### config.mk
export PLATFORM = sky130hd
export DESIGN_NAME = rx_cmd_dispatch
export DESIGN_NICKNAME = d
export VERILOG_FILES = /design/src/rtl/rx_cmd_dispatch.sv
export SDC_FILE = /design/constraint.sdc
export NUM_CORES = 1
export LEC_CHECK = 0
export BUFFER_PORTS_ARGS = -buffer_cell sky130_fd_sc_hd__buf_4
export CAP_MARGIN = 15
export CORE_MARGIN = 10
export CORE_UTILIZATION = 45
export CTS_CLUSTER_DIAMETER = 200
export DETAILED_ROUTE_END_ITERATION = 16
export GPL_TIMING_DRIVEN = 1
export HOLD_SLACK_MARGIN = 0.05
export PLACE_DENSITY_LB_ADDON = 0.1
export SYNTH_ARGS = -nofsm -noshare
export SYNTH_HDL_FRONTEND = slang
export SYNTH_SLANG_ARGS = --single-unit
### constraint.sdc
create_clock -name clk_sys -period 3.59 [get_ports clk_sys]
set_input_delay 0.718 -clock clk_sys [delete_from_list [all_inputs] [get_ports clk_sys]]
set_output_delay 0.718 -clock clk_sys [all_outputs]
set_load 0.02 [all_outputs]
### src/rtl/rx_cmd_dispatch.sv
`default_nettype none
// rx_cmd_dispatch: device-filtered command queue dispatching to four cfg ports over req/ack.
// Optional macro RX_DISP_BCAST_EN: dev 8'hFF broadcasts to all four ports. Rev 1.0
module rx_cmd_dispatch #(
  parameter logic [7:0]  DEV_ID      = 8'h01,
  parameter int          FIFO_DEPTH  = 4,
  parameter logic [19:0] ACK_TIMEOUT = 20'd100000
) (
  input  logic       clk_sys,
  input  logic       rst,
  input  logic [7:0] cmdr_dev,
  input  logic [7:0] cmdr_mod,
  input  logic [7:0] cmdr_addr,
  input  logic [7:0] cmdr_data,
  input  logic       cmdr_vld,
  output logic [3:0] cfg_req,
  output logic [7:0] cfg_addr,
  output logic [7:0] cfg_data,
  input  logic [3:0] cfg_ack,
  output logic       busy,
  output logic       fifo_full,
  output logic [7:0] drop_cnt,
  output logic [7:0] tmo_cnt
);

  localparam int AW = $clog2(FIFO_DEPTH);
`ifdef RX_DISP_BCAST_EN
  localparam int EW = 19;
`else
  localparam int EW = 18;
`endif
  localparam logic [AW:0] PTR_ONE = 1;

  localparam logic [2:0] S_IDLE = 3'd0;
  localparam logic [2:0] S_REQ  = 3'd1;
  localparam logic [2:0] S_WAIT = 3'd2;
  localparam logic [2:0] S_DONE = 3'd3;
  localparam logic [2:0] S_FAIL = 3'd6;

  logic [EW-1:0] mem [FIFO_DEPTH];
  logic [AW:0]   wr_ptr, rd_ptr;
  logic [EW-1:0] push_entry, head;
  logic          fifo_empty, dev_ok, push, pop;

  logic [2:0]  state, state_nxt;
  logic [1:0]  cur_mod;
  logic [19:0] tmo_ctr;
  logic [3:0]  req_vec;
  logic        ack_hit, tmo_hit;

`ifdef RX_DISP_BCAST_EN
  logic       cmd_bcast, cur_bcast;
  logic [3:0] ack_seen;
  assign cmd_bcast  = (cmdr_dev == 8'hFF);
  assign dev_ok     = (cmdr_dev == DEV_ID) || cmd_bcast;
  assign push_entry = {cmd_bcast, cmdr_mod[1:0], cmdr_addr, cmdr_data};
  assign req_vec    = cur_bcast ? 4'hF : (4'b0001 << cur_mod);
  assign ack_hit    = cur_bcast ? (&(ack_seen | cfg_ack)) : cfg_ack[cur_mod];
`else
  assign dev_ok     = (cmdr_dev == DEV_ID);
  assign push_entry = {cmdr_mod[1:0], cmdr_addr, cmdr_data};
  assign req_vec    = 4'b0001 << cur_mod;
  assign ack_hit    = cfg_ack[cur_mod];
`endif

  // Extra wrap bit on each pointer distinguishes full from empty.
  assign fifo_empty = (wr_ptr == rd_ptr);
  assign fifo_full  = (wr_ptr[AW] != rd_ptr[AW]) && (wr_ptr[AW-1:0] == rd_ptr[AW-1:0]);
  assign push       = cmdr_vld && dev_ok && (cmdr_mod[7:2] == 6'd0) && !fifo_full;
  assign head       = mem[rd_ptr[AW-1:0]];
  assign tmo_hit    = (tmo_ctr == ACK_TIMEOUT - 20'd1);
  assign busy       = (state != S_IDLE) || !fifo_empty;

  always_ff @(posedge clk_sys) begin
    if (rst) begin
      wr_ptr   <= '0;
      rd_ptr   <= '0;
      drop_cnt <= 8'd0;
    end else begin
      if (push) wr_ptr <= wr_ptr + PTR_ONE;
      if (pop)  rd_ptr <= rd_ptr + PTR_ONE;
      if (cmdr_vld && !push && (drop_cnt != 8'hFF)) drop_cnt <= drop_cnt + 8'd1;
    end
  end

  always_ff @(posedge clk_sys) begin
    if (push) mem[wr_ptr[AW-1:0]] <= push_entry;
  end

  always_ff @(posedge clk_sys) begin
    if (rst) state <= S_IDLE;
    else     state <= state_nxt;
  end

  always_comb begin
    state_nxt = state;
    case (state)
      S_IDLE:  if (!fifo_empty) state_nxt = S_REQ;
      S_REQ:   state_nxt = S_WAIT;
      S_WAIT: begin
        // A late ack still beats the timeout landing in the same cycle.
        if (ack_hit)      state_nxt = S_DONE;
        else if (tmo_hit) state_nxt = S_FAIL;
      end
      S_DONE:  state_nxt = S_IDLE;
      S_FAIL:  state_nxt = S_IDLE;
      default: state_nxt = S_IDLE;
    endcase
  end

  always_comb begin
    cfg_req = 4'b0000;
    pop     = 1'b0;
    case (state)
      S_IDLE:        pop     = !fifo_empty;
      S_REQ, S_WAIT: cfg_req = req_vec;
      default: ;
    endcase
  end

  always_ff @(posedge clk_sys) begin
    if (rst) begin
      cur_mod  <= 2'd0;
      cfg_addr <= 8'd0;
      cfg_data <= 8'd0;
      tmo_ctr  <= 20'd0;
      tmo_cnt  <= 8'd0;
    end else begin
      if (pop) {cur_mod, cfg_addr, cfg_data} <= head[17:0];
      if (state == S_REQ)       tmo_ctr <= 20'd0;
      else if (state == S_WAIT) tmo_ctr <= tmo_ctr + 20'd1;
      if ((state == S_FAIL) && (tmo_cnt != 8'hFF)) tmo_cnt <= tmo_cnt + 8'd1;
    end
  end

`ifdef RX_DISP_BCAST_EN
  always_ff @(posedge clk_sys) begin
    if (rst) begin
      cur_bcast <= 1'b0;
      ack_seen  <= 4'd0;
    end else begin
      if (pop) cur_bcast <= head[18];
      if (state == S_REQ)       ack_seen <= 4'd0;
      else if (state == S_WAIT) ack_seen <= ack_seen | cfg_ack;
    end
  end
`endif

endmodule
`default_nettype wire

==> flow_summary.json <==
{
  "status": "complete, no violations",
  "peak_supply_drop_mv": 0.421,
  "ys_types": 46,
  "design_area_um2": 6890,
  "worst_path_max_delay_cell": "sky130_fd_sc_hd__or4b_2",
  "hold_class": "flip-flop to flip-flop",
  "cts-hold-fix-buffers": 0,
  "post_drt_via_cell_ratio": 5.34,
  "drcViolationCount": 0,
  "post_dp_cell_area_um2": 6290,
  "cts_num_sinks": 135,
  "grt_start_max_net_pins": 48,
  "vias_in_the_first_global_route": 3605,
  "netlist_area_um2": 5530,
  "timing_max_transition_violations_final": 0,
  "place_ws_ns": 1.04,
  "global_route.overflow_total": 0,
  "seq_total_area_yosys": 0.619,
  "avgSynthCellArea_um2": 13.2,
  "postRouteWirelength_um": 11100,
  "clk_pin_slew_ns": 0.06,
  "die_x_um": 131,
  "most_area_hungry_cell_type_in_the_yosys_netlist": "sky130_fd_sc_hd__edfxtp_1",
  "p_leak_nw": 2.43,
  "share_clk_of_total_power": 0.407,
  "n_antenna_cell": 0,
  "cts_buffers": 17,
  "cts-root-to-sink-buffers": 2,
  "net-switching-power_mw": 1.09,
  "pwr-share-seq": 0.411,
  "antenna_violations_before_repair": 0,
  "ys.warnings.count": 0,
  "worst_clock_skew_ns": 0.00820,
  "fp-row-count": 40,
  "finalSetupViolations": 0,
  "crit_arrival_ns": 2.17,
  "data_required_time_at_the_worst_endpoint_ns": 2.87,
  "globalplace.congestion": 0.779,
  "pwr_density_cell_nw_per_um2": 621,
  "cts.repair.resized": 0,
  "syn-instance-count": 419,
  "drt_first_iter_violations": 235,
  "synth_flop_cell": "sky130_fd_sc_hd__edfxtp_1",
  "timing.critical_path.cells": "or3_2, or4b_2, buf_4",
  "io_pins": 77,
  "critical_path.startpoint_type": "flip-flop",
  "synth_enable_flop_cells": 72,
  "post-synth-top-area-fraction": 0.391,
  "cap_violations": 0,
  "route.vias.total": 3553,
  "design.core.area_um2": 12000,
  "critical_path.endpoint_type": "primary output",
  "post_synthesis_async_set_or_reset_flop_share": 0,
  "max-slew-margin-rel": 0.302,
  "syn_nets": 466,
  "num-nets-final": 552,
  "fillerInstances": 1033,
  "drive_above_1_share": 0.278,
  "worstMarginPinSlew_ns": 1.05,
  "cellInternalPower_mw": 3.19,
  "synthTopCellsByArea": "sky130_fd_sc_hd__edfxtp_1 (39%), sky130_fd_sc_hd__dfxtp_1 (23%), sky130_fd_sc_hd__mux4_2 (7.7%), sky130_fd_sc_hd__mux2i_1 (4.0%), sky130_fd_sc_hd__nor2_1 (3.9%)",
  "grtUsageTotal": 0.139,
  "area_delta_synth_final_pct": 24.5,
  "postSynthRegisterBits": 135,
  "cts.repair_timing.setup_buffer_count": 0,
  "setup_total_negative_slack_ns": 0,
  "critPathMaxFanout": 6,
  "hpwl_um": 7400,
  "cpLargestDelayFamily": "simple AND/OR/NAND/NOR gates",
  "cts_tree": "yes",
  "htree_num_levels": 4,
  "route.detailed.wl_per_inst_um": 16.7,
  "grt_pass1_wl_um": 18200,
  "kind_of_critical_path": "flip-flop to primary output",
  "critPathBufInv": 1,
  "fin_crit_sh": 0.805,
  "worst_path_largest_cell_delay_ns": 0.66,
  "initial_utilization": 0.460,
  "final_util": 0.573,
  "cts_root_buffer": "sky130_fd_sc_hd__clkbuf_16",
  "power_switching_share": 0.255,
  "unrepaired_setup_endpoints_after_global_routing": "false",
  "design.die.area_um2": 17100,
  "insertion_delay_ns": 0.41,
  "hold_viol": 0,
  "timing.fmax_mhz": 346,
  "final.setup.worst_slack_ns": 0.699,
  "ant_nets": 0,
  "dr.pass1.iters": 4,
  "combPwrFrac": 0.182,
  "synthMostInstantiatedCell": "sky130_fd_sc_hd__edfxtp_1",
  "timing.final.crit_period_ns": 2.89,
  "die_height_um": 131,
  "ranking_of_synthesized_cells_by_instance_count": "sky130_fd_sc_hd__edfxtp_1 (72), sky130_fd_sc_hd__dfxtp_1 (63), sky130_fd_sc_hd__nor2_1 (58)",
  "numPortBuffers": 76
}
-- final timing paths --
check                                               from                       end  slack [ns]  depth (start not counted)
worst min register to register  cfg_addr[1]$_SDFFE_PP0P_  cfg_addr[1]$_SDFFE_PP0P_        0.49                          2
worst min-delay path            cfg_addr[1]$_SDFFE_PP0P_  cfg_addr[1]$_SDFFE_PP0P_        0.49                          2
worst max register to register    rd_ptr[0]$_SDFFE_PP0P_    rd_ptr[2]$_SDFFE_PP0P_        1.31                          6
worst max-delay path               state[0]$_SDFFE_PP0P_                      busy        0.70                          3
-- registers in the layout, indices dropped and copies added (netlist names) --
register	cells
drop_cnt	8
cfg_data	8
rd_ptr	3
tmo_ctr	20
cur_mod	2
mem	72
tmo_cnt	8
wr_ptr	3
state	3
cfg_addr	8
-- final cells by class --
class / instances / area (um^2) / share of cell area
timing repair buffer: 83 / 623 / 0.0905
multi-input combinational: 260 / 2030 / 0.294
clock buffer: 21 / 450 / 0.0654
sequential: 135 / 3420 / 0.497
clock inverter: 11 / 149 / 0.0216
inverter: 8 / 30.0 / 0.00436
tap: 147 / 184 / 0.0267
-- layout by cell type (no fill, tap or decap), drive strengths merged, types with 6 or more instances in the layout --
master	synthesis	routed
xor2	10	10
nand3	11	11
xnor2	21	21
mux2i	22	22
buf	9	83
nor4	8	8
a21oi	9	9
and3	6	6
nor3	14	14
ha	8	8
dfxtp	63	63
clkbuf	7	21
nor2	58	58
inv	8	10
nand4	11	11
edfxtp	72	72
nand2	18	18
mux4	19	19
-- power by group through the flow --
stage | Combinational, mW | Sequential (mW) | Clock, mW
global route | 0.851 | 1.76 | 1.85
CTS | 0.799 | 1.76 | 1.78
global placement | 0.788 | 1.78 | 0
floorplan | 0.487 | 1.83 | 0
detailed placement | 0.797 | 1.79 | 0
finish | 0.777 | 1.76 | 1.74
-- cells by family after synthesis --
family / Yosys count / share of synthesized area
adders and majority gates: 8 / 0.0181
DFF: 135 / 0.619
AOI/OAI and AO/OA: 26 / 0.0292
xor gates and xnor gates: 31 / 0.0491
muxes: 43 / 0.121
and+or+nand+nor: 152 / 0.144
buffers and inverters: 24 / 0.0190
-- tightest hold or removal path: stages (launching register included) --
cell and delay, ns:
sky130_fd_sc_hd__dfxtp_1 0.32, sky130_fd_sc_hd__mux2i_1 0.06, sky130_fd_sc_hd__nor2_1 0.07
-- per-stage QoR --
step	hold slack, ns	cells	total power [mW]
2_1_floorplan	0.472	419	2.32
3_3_place_gp	0.476	633	2.57
3_5_place_dp	0.485	633	2.58
4_1_cts	0.486	665	4.34
5_1_grt	0.489	665	4.46
6_report	0.490	665	4.27
-- layer usage --
| metal | up-vias | share of wire | global-route usage |
|---|---|---|---|
| met3 | 19 | 0.040 | 0.0419 |
| met5 | - | 0 | 0 |
| met2 | 60 | 0.51 | 0.227 |
| met1 | 1747 | 0.44 | 0.163 |
| li1 | 1727 | - | - |
| met4 | 0 | 0.017 | 0.0674 |
Power figures use the tool's default switching activity.
